`config.mk`:
```
export PLATFORM = sky130hd
export DESIGN_NAME = stream_out_fifo
export DESIGN_NICKNAME = d
export VERILOG_FILES = /design/src/rtl/stream_pkg.sv /design/src/rtl/stream_fifo_mem.sv /design/src/rtl/stream_out_fifo.sv
export SDC_FILE = /design/constraint.sdc
export NUM_CORES = 1
export LEC_CHECK = 0
export ABC_AREA = 1
export CORE_MARGIN = 1.5
export CORE_UTILIZATION = 56
export DETAILED_ROUTE_END_ITERATION = 10
export GPL_ROUTABILITY_DRIVEN = 0
export HOLD_SLACK_MARGIN = 0.12
export MAX_ROUTING_LAYER = met4
export PLACE_DENSITY_LB_ADDON = 0.08
export SLEW_MARGIN = 20
export SYNTH_ARGS = -nofsm -noshare
export SYNTH_HDL_FRONTEND = slang
export SYNTH_SLANG_ARGS = --single-unit
```
`constraint.sdc`:
```
create_clock -name clk -period 2.5 [get_ports clk]
set_input_delay 0.5 -clock clk [delete_from_list [all_inputs] [get_ports clk]]
set_output_delay 0.5 -clock clk [all_outputs]
set_load 0.05 [all_outputs]
```
`src/rtl/stream_pkg.sv`:
```
// Shared stream definitions: beat payload layout and pointer helpers.
// Used by stream_out_fifo and the crossbar that feeds it.
package stream_pkg;

  localparam int unsigned STREAM_DATA_WIDTH = 8;
  localparam int unsigned STREAM_ID_WIDTH   = 1;

  // Reference beat layout at the default crossbar widths.
  typedef struct packed {
    logic [STREAM_DATA_WIDTH-1:0] data;
    logic [STREAM_ID_WIDTH-1:0]   id;
    logic                         last;
  } stream_beat_t;

  // Packed beat width for an arbitrary data/id width pair.
  function automatic int unsigned beat_width(input int unsigned data_w,
                                             input int unsigned id_w);
    return data_w + id_w + 1;
  endfunction

  // Pointer increment that wraps at depth-1; depth need not be a power of two.
  function automatic int unsigned ptr_inc(input int unsigned ptr,
                                          input int unsigned depth);
    return (ptr >= depth - 1) ? 0 : ptr + 1;
  endfunction

endpackage

```
`src/rtl/stream_fifo_mem.sv`:
```
// Beat storage for stream_out_fifo: synchronous write, asynchronous read.
// Ports: clk; wr_en/wr_ptr/wr_data write port; rd_ptr/rd_data read port.
// The array is intentionally not reset.
module stream_fifo_mem #(
  parameter  int unsigned WIDTH     = 10,
  parameter  int unsigned DEPTH     = 4,
  localparam int unsigned PTR_WIDTH = $clog2(DEPTH)
) (
  input  logic                 clk,
  input  logic                 wr_en,
  input  logic [PTR_WIDTH-1:0] wr_ptr,
  input  logic [WIDTH-1:0]     wr_data,
  input  logic [PTR_WIDTH-1:0] rd_ptr,
  output logic [WIDTH-1:0]     rd_data
);

  logic [WIDTH-1:0] mem [DEPTH];

  always_ff @(posedge clk) begin
    if (wr_en) mem[wr_ptr] <= wr_data;
  end

  assign rd_data = mem[rd_ptr];

endmodule

```
`src/rtl/stream_out_fifo.sv`:
```
// Elastic first-word-fall-through buffer behind one crossbar master port.
// Ports: clk, rst_n (sync, active-low); s_* input beat stream with
// s_ready_o; m_* head beat stream with m_ready_i; count_o = stored beats.
// Optional store-and-forward: define STREAM_OUT_FIFO_PACKET_MODE_EN to hold
// beats until a complete packet is buffered (or the buffer is full).
module stream_out_fifo
  import stream_pkg::*;
#(
  parameter  int unsigned T_DATA_WIDTH = 8,
  parameter  int unsigned S_DATA_COUNT = 2,
  parameter  int unsigned DEPTH        = 4,
  localparam int unsigned T_ID___WIDTH = $clog2(S_DATA_COUNT),
  localparam int unsigned CNT_WIDTH    = $clog2(DEPTH + 1)
) (
  input  logic                    clk,
  input  logic                    rst_n,
  input  logic [T_DATA_WIDTH-1:0] s_data_i,
  input  logic [T_ID___WIDTH-1:0] s_id_i,
  input  logic                    s_last_i,
  input  logic                    s_valid_i,
  output logic                    s_ready_o,
  output logic [T_DATA_WIDTH-1:0] m_data_o,
  output logic [T_ID___WIDTH-1:0] m_id_o,
  output logic                    m_last_o,
  output logic                    m_valid_o,
  input  logic                    m_ready_i,
  output logic [CNT_WIDTH-1:0]    count_o
);

  localparam int unsigned PTR_WIDTH  = $clog2(DEPTH);
  localparam int unsigned BEAT_WIDTH = beat_width(T_DATA_WIDTH, T_ID___WIDTH);

  typedef struct packed {
    logic [T_DATA_WIDTH-1:0] data;
    logic [T_ID___WIDTH-1:0] id;
    logic                    last;
  } beat_t;

  logic [PTR_WIDTH-1:0] wr_ptr;
  logic [PTR_WIDTH-1:0] rd_ptr;
  logic [CNT_WIDTH-1:0] count;
  beat_t                wr_beat_c;
  beat_t                rd_beat_c;
  logic                 push_c;
  logic                 pop_c;
  logic                 release_c;

  assign wr_beat_c = '{data: s_data_i, id: s_id_i, last: s_last_i};

  stream_fifo_mem #(
    .WIDTH (BEAT_WIDTH),
    .DEPTH (DEPTH)
  ) u_mem (
    .clk     (clk),
    .wr_en   (push_c),
    .wr_ptr  (wr_ptr),
    .wr_data (wr_beat_c),
    .rd_ptr  (rd_ptr),
    .rd_data (rd_beat_c)
  );

  // Handshakes depend only on registered occupancy, never on m_ready_i.
  assign s_ready_o = (count != CNT_WIDTH'(DEPTH));
  assign m_valid_o = (count != '0) && release_c;
  assign push_c    = s_valid_i && s_ready_o;
  assign pop_c     = m_valid_o && m_ready_i;

  // Head beat is zeroed whenever it is not being offered.
  assign m_data_o = m_valid_o ? rd_beat_c.data : '0;
  assign m_id_o   = m_valid_o ? rd_beat_c.id   : '0;
  assign m_last_o = m_valid_o ? rd_beat_c.last : 1'b0;
  assign count_o  = count;

  // Pointers and occupancy.
  always_ff @(posedge clk) begin
    if (!rst_n) begin
      wr_ptr <= '0;
      rd_ptr <= '0;
      count  <= '0;
    end else begin
      if (push_c) wr_ptr <= PTR_WIDTH'(ptr_inc(32'(wr_ptr), DEPTH));
      if (pop_c)  rd_ptr <= PTR_WIDTH'(ptr_inc(32'(rd_ptr), DEPTH));
      case ({push_c, pop_c})
        2'b10:   count <= count + CNT_WIDTH'(1);
        2'b01:   count <= count - CNT_WIDTH'(1);
        default: count <= count;
      endcase
    end
  end

`ifdef STREAM_OUT_FIFO_PACKET_MODE_EN
  // Complete packets held; a full buffer releases anyway so an oversized
  // packet cannot deadlock.
  logic [CNT_WIDTH-1:0] pkt_cnt;
  logic                 pkt_in_c;
  logic                 pkt_out_c;

  assign pkt_in_c  = push_c && s_last_i;
  assign pkt_out_c = pop_c && rd_beat_c.last;
  assign release_c = (pkt_cnt != '0) || (count == CNT_WIDTH'(DEPTH));

  always_ff @(posedge clk) begin
    if (!rst_n) begin
      pkt_cnt <= '0;
    end else begin
      case ({pkt_in_c, pkt_out_c})
        2'b10:   pkt_cnt <= pkt_cnt + CNT_WIDTH'(1);
        2'b01:   pkt_cnt <= pkt_cnt - CNT_WIDTH'(1);
        default: pkt_cnt <= pkt_cnt;
      endcase
    end
  end
`else
  assign release_c = 1'b1;
`endif

endmodule
```
==> results.json, run 1 <==
{
  "status": "completed",
  "topRoutingLayerUsed": "met4",
  "top_level_ports": 29,
  "grt_pass1_wl_um": 6090,
  "htree_levels": 2,
  "final_common_cell": "nand2_1",
  "vias": 1403,
  "m1WireLength_um": 1590,
  "clkSinkCount": 49,
  "syn_inst": 198,
  "slew_viol_final": 0,
  "avgSynthCellArea_um2": 10.5,
  "netlist_area_um2": 2080,
  "ant_nets": 0,
  "chipHeight_um": 64.0,
  "grt_max_degree": 21,
  "fin_crit_ns": 2.29,
  "synth_fp_nets": 219,
  "peakVddDrop_uv": 782,
  "wire_per_inst_um": 13.4,
  "fin_ws_ns": 0.210,
  "tightest_slew_ns": 0.623,
  "clockBufferDepth": 2,
  "final_nets": 253,
  "drtIter0Drc": 110,
  "fin_tns_setup_ns": 0,
  "ys_seq_elements": 49,
  "final_cell_mix": "nand2_1 (52), edfxtp_1 (40), nor2_1 (34), clkdlybuf4s50_1 (18), inv_1 (17)",
  "holdWs_ns": 0.524,
  "cp_slowest_cell": "inv_1",
  "clk-insertion-delay-late_ns": 0.30,
  "multiInputGateArea_um2": 592,
  "antenna_cells": 0,
  "critPathLaunchType": "register",
  "gr-total-overflow": 0,
  "grt_pass1_vias": 1351,
  "final_util_pct": 75.5,
  "power.leakage_nw": 1.05,
  "die_x_um": 64.0,
  "routed_wl_um": 3730,
  "core_um2": 3440,
  "endpoint_kind": "output pin",
  "root_buffer": "clkbuf_8",
  "regArea_um2": 1380,
  "cts.clk_slew.worst_paths_ns": 0.07,
  "synth.largest_area_cell": "edfxtp_1",
  "critPathRequiredTime_ns": 2.00,
  "post_cts_buffers": 0,
  "cp_max_fo": 20,
  "hpwl_um": 2410,
  "slew_headroom_pct": 58.4,
  "grt_usage_pct": 21.1,
  "setup_viol": 0,
  "hold_path.class": "register to register",
  "cts_resized": 0,
  "cp_slowest_stage_delay_ns": 0.45,
  "cts_tree": "built",
  "max_clock_freq_mhz": 437,
  "n_fill_cell": 252,
  "crit_chain": "inv_1, nand2_1, nand2_1, nand2_1, a21oi_1, buf_12",
  "path_class": "register to output pin",
  "skew_ns": 0.00671,
  "grt_setup_unrepaired": "false",
  "dr.pass1.iters": 4,
  "worstHoldStart": "rd_ptr[1]",
  "hold_violations": 0,
  "synth_top_cell_area_share_pct": 57.7,
  "rows": 21,
  "start_util_pct": 60.5,
  "synthTopCellsByArea": "edfxtp_1 (58%), nand2_1 (9.4%), dfxtp_1 (8.7%)",
  "layout-drive-gt1-share_pct": 11.2,
  "timing.rr.start": "count_o[2]",
  "cts_buffers": 5,
  "vias_per_cell": 5.03,
  "cp_common_cell": "nand2_1",
  "wl_met3_um": 229,
  "powerDensity_nw_per_um2": 1230,
  "fin_crit_sh_pct": 91.6,
  "cap_violations": 0,
  "antenna_found_initial": 0,
  "drc": 0,
  "pre_cts_slack_ns": 0.252,
  "synth.distinct_cells": 20,
  "io_buffer_count": 28,
  "yosysWarnings": 0,
  "route.met2.wl_um": 1830,
  "crit_arrival_ns": 1.79,
  "areaGrowthSynthToFinish_pct": 24.8,
  "postCtsHoldBufs": 0,
  "yosysSeqAreaShare_pct": 66.3,
  "dieArea_um2": 4090
}
## metrics by stage
stage	std cells	instance area [um^2]	total power [mW]
detailed placement	271	2520	2.79
finish	279	2600	3.19
global route	279	2600	3.37
CTS	279	2600	3.22
floorplan	198	2080	2.09
global placement	271	2520	2.75
## synth_stat cells, drive strengths merged
cell    count
a21oi      13
buf         6
dfxtp       9
edfxtp     40
fa          1
ha          6
inv        18
nand2      55
nand3       1
nand3b      1
nand4       1
nor2       35
o21ai      12
## report_power, final
| part | internal, mW | switching (mW) | leakage, nW | total, mW |
|---|---|---|---|---|
| registers | 0.995 | 0.0511 | 0.441 | 1.05 |
| clock network | 0.188 | 0.238 | 0.0430 | 0.426 |
| logic | 0.654 | 1.07 | 0.566 | 1.72 |
## cells by family (layout without fill, tap and decap cells)
| logic type | count (synthesis) | in the layout | share of synthesized area (%) |
|---|---|---|---|
| compound gates | 25 | 25 | 6.01 |
| fa+ha+maj | 7 | 7 | 4.57 |
| buf+inv | 24 | 59 | 5.23 |
| flops | 49 | 49 | 66.3 |
| simple gates | 93 | 93 | 17.8 |
## layer usage
metal,global-route usage (%),up-vias
met2,33.1,39
met5,-,-
li1,-,711
met1,25.4,645
met3,4.93,8
met4,11.1,0
## area by class of cell
class                           instances  share of cell area [%]
Multi-Input combinational cell        125                    22.8
Tap cell                               46                    2.22
Inverter                               18                    2.60
Sequential cell                        49                    53.2
Clock buffer                            5                    2.65
Timing Repair Buffer                   33                    16.1
Clock inverter                          3                   0.482
## state kept, by name, summed over array words and instances (netlist names), named ones only
name and flops:
u_mem.mem 40, wr_ptr 2, count_o 3, rd_ptr 2
## critical path: cells and delay by family (launching register included)
family | cells | cell delay, ns
AOI/OAI and AO/OA | 1 | 0.31
buffers and inverters | 2 | 0.63
DFF | 1 | 0.31
and+or+nand+nor | 3 | 0.23
## final timing paths
path	endpoint	slack (ns)	depth (start not counted)
worst min register to register	rd_ptr[1]	0.52	2
worst max register to register	count_o[2]	0.66	13
worst min-delay path	rd_ptr[1]	0.52	2
worst max-delay path	m_data_o[3]	0.21	6
No activity file was read; power rests on OpenSTA's default activity.
==> run 2: changes to the inputs <==
GPL_ROUTABILITY_DRIVEN = default   (was 0)
==> results of run 2 <==
Same layout as run 1: the final DEF is identical, and so are final timing and power.
==> run 3: changes to the inputs <==
MAX_ROUTING_LAYER = default   (was met4)
==> run 3 against run 2 <==
Compared with the run above:
- count of clock-buffer cells in the layout stayed put
- clock power hardly changed
- core utilization is the same
- design area unchanged
- die area stayed put
- total power hardly changed
- routed wire length fell by 0.13%
- clock skew about the same
- critical endpoint unchanged
==> results.json, run 3 (synthesized netlist as in run 1, its figures left out) <==
{
  "final_common_cell": "nand2_1",
  "route.met2.wl_um": 1860,
  "grt_pass1_wl_um": 6100,
  "post_dp_cell_area_um2": 2520,
  "root_buffer": "clkbuf_8",
  "areaGrowthSynthToFinish_pct": 24.8,
  "dieArea_um2": 4090,
  "cts_resized": 0,
  "holdWs_ns": 0.524,
  "crit_chain": "inv_1, nand2_1, nand2_1, nand2_1, a21oi_1, buf_12",
  "power_mw": 3.19,
  "m1WireLength_um": 1600,
  "hold_violations": 0,
  "hold_path.class": "register to register",
  "postCtsHoldBufs": 0,
  "cp_max_fo": 20,
  "final_nets": 253,
  "htree_levels": 2,
  "fin_crit_sh_pct": 91.3,
  "grt_setup_unrepaired": "false",
  "final_util_pct": 75.5,
  "stdcell_area_um2": 2600,
  "cts_buffers": 5,
  "topRoutingLayerUsed": "met4",
  "start_util_pct": 60.5,
  "chipHeight_um": 64.0,
  "grt_pass1_vias": 1350,
  "antenna_found_initial": 0,
  "fin_crit_ns": 2.28,
  "cts_tree": "built",
  "fin_cells": 279,
  "grt_max_degree": 21,
  "tightest_slew_ns": 0.627,
  "combPwrFrac_pct": 53.9,
  "clk-insertion-delay-late_ns": 0.30,
  "core_um2": 3440,
  "power_frac_seq_pct": 32.8,
  "top_level_ports": 29,
  "ant_nets": 0,
  "drc": 0,
  "wl_met3_um": 190,
  "r2r_slack_ns": 0.66,
  "cap_violations": 0,
  "hpwl_um": 2410,
  "cp_slowest_stage_delay_ns": 0.45,
  "clockPowerShare_pct": 13.3,
  "layout-drive-gt1-share_pct": 11.2,
  "power.leakage_nw": 1.05,
  "clockBufferDepth": 2,
  "slew_headroom_pct": 58.2,
  "peakVddDrop_uv": 782,
  "endpoint_kind": "output pin",
  "rows": 21,
  "die_x_um": 64.0,
  "post_cts_buffers": 0,
  "switching_share_pct": 42.4,
  "routed_wl_um": 3720,
  "largest_reg_flops": 40,
  "clkSinkCount": 49,
  "vias": 1409,
  "powerDensity_nw_per_um2": 1230,
  "grt_usage_pct": 20.5,
  "drtIter0Drc": 78,
  "wire_per_inst_um": 13.3,
  "dr.pass1.iters": 4,
  "pre_cts_slack_ns": 0.252,
  "skew_ns": 0.00638,
  "cts.clk_slew.worst_paths_ns": 0.07,
  "gr-total-overflow": 0,
  "setup_viol": 0,
  "vias_per_cell": 5.05,
  "p_switching_mw": 1.35,
  "fin_ws_ns": 0.219,
  "place.gp.congestion": 0.674,
  "slew_viol_final": 0,
  "max_clock_freq_mhz": 438,
  "p_int_mw": 1.84,
  "fin_tns_setup_ns": 0,
  "critPathLaunchType": "register",
  "final_cell_mix": "nand2_1 (52), edfxtp_1 (40), nor2_1 (34), clkdlybuf4s50_1 (18), inv_1 (17)",
  "cp_common_cell": "nand2_1",
  "cp_slowest_cell": "inv_1",
  "critPathRequiredTime_ns": 2.00,
  "status": "completed",
  "largest_register": "u_mem.mem",
  "antenna_cells": 0,
  "path_class": "register to output pin",
  "crit_arrival_ns": 1.78,
  "place_inst": 271,
  "io_buffer_count": 28
}
-- run 3: cell counts in the layout (fill, tap and decap cells not counted) --
No cell type changed its count.
-- run 3: final cells by class --
class                   count  area [um^2]
repair buffers             33          418
well taps                  46         57.6
flip-flops and latches     49         1380
clock buffers               5         68.8
inverters                  18         67.6
fillers                   252          845
clock inverters             3         12.5
multi-input cells         125          592
-- run 3: worst max-delay path: cells and delay by family, from the launching register on --
family / cells / cell delay [ns]
AOI/OAI and AO/OA: 1 / 0.31
buffers and inverters: 2 / 0.63
DFF: 1 / 0.31
and+or+nand+nor: 3 / 0.23
-- run 3: final timing paths --
check | start | to | cells after the start
worst max-delay path | register | m_data_o[3] | 6
worst min-delay path | rd_ptr[1] | rd_ptr[1] | 2
worst max register to register | count_o[2] | count_o[2] | 13
worst min register to register | rd_ptr[1] | rd_ptr[1] | 2
-- run 3: per-layer routing --
metal / track usage, % / vias up
met5: 0 / -
met3: 5.11 / 7
li1: - / 712
met1: 25.3 / 654
met4: 11.1 / 0
met2: 33.1 / 36
-- run 3: power by group through the flow --
stage,clock network [mW],logic [mW],registers (mW)
floorplan,0,0.956,1.13
global placement,0,1.69,1.06
detailed placement,0,1.73,1.06
CTS,0.435,1.73,1.05
global route,0.456,1.86,1.06
finish,0.425,1.72,1.05
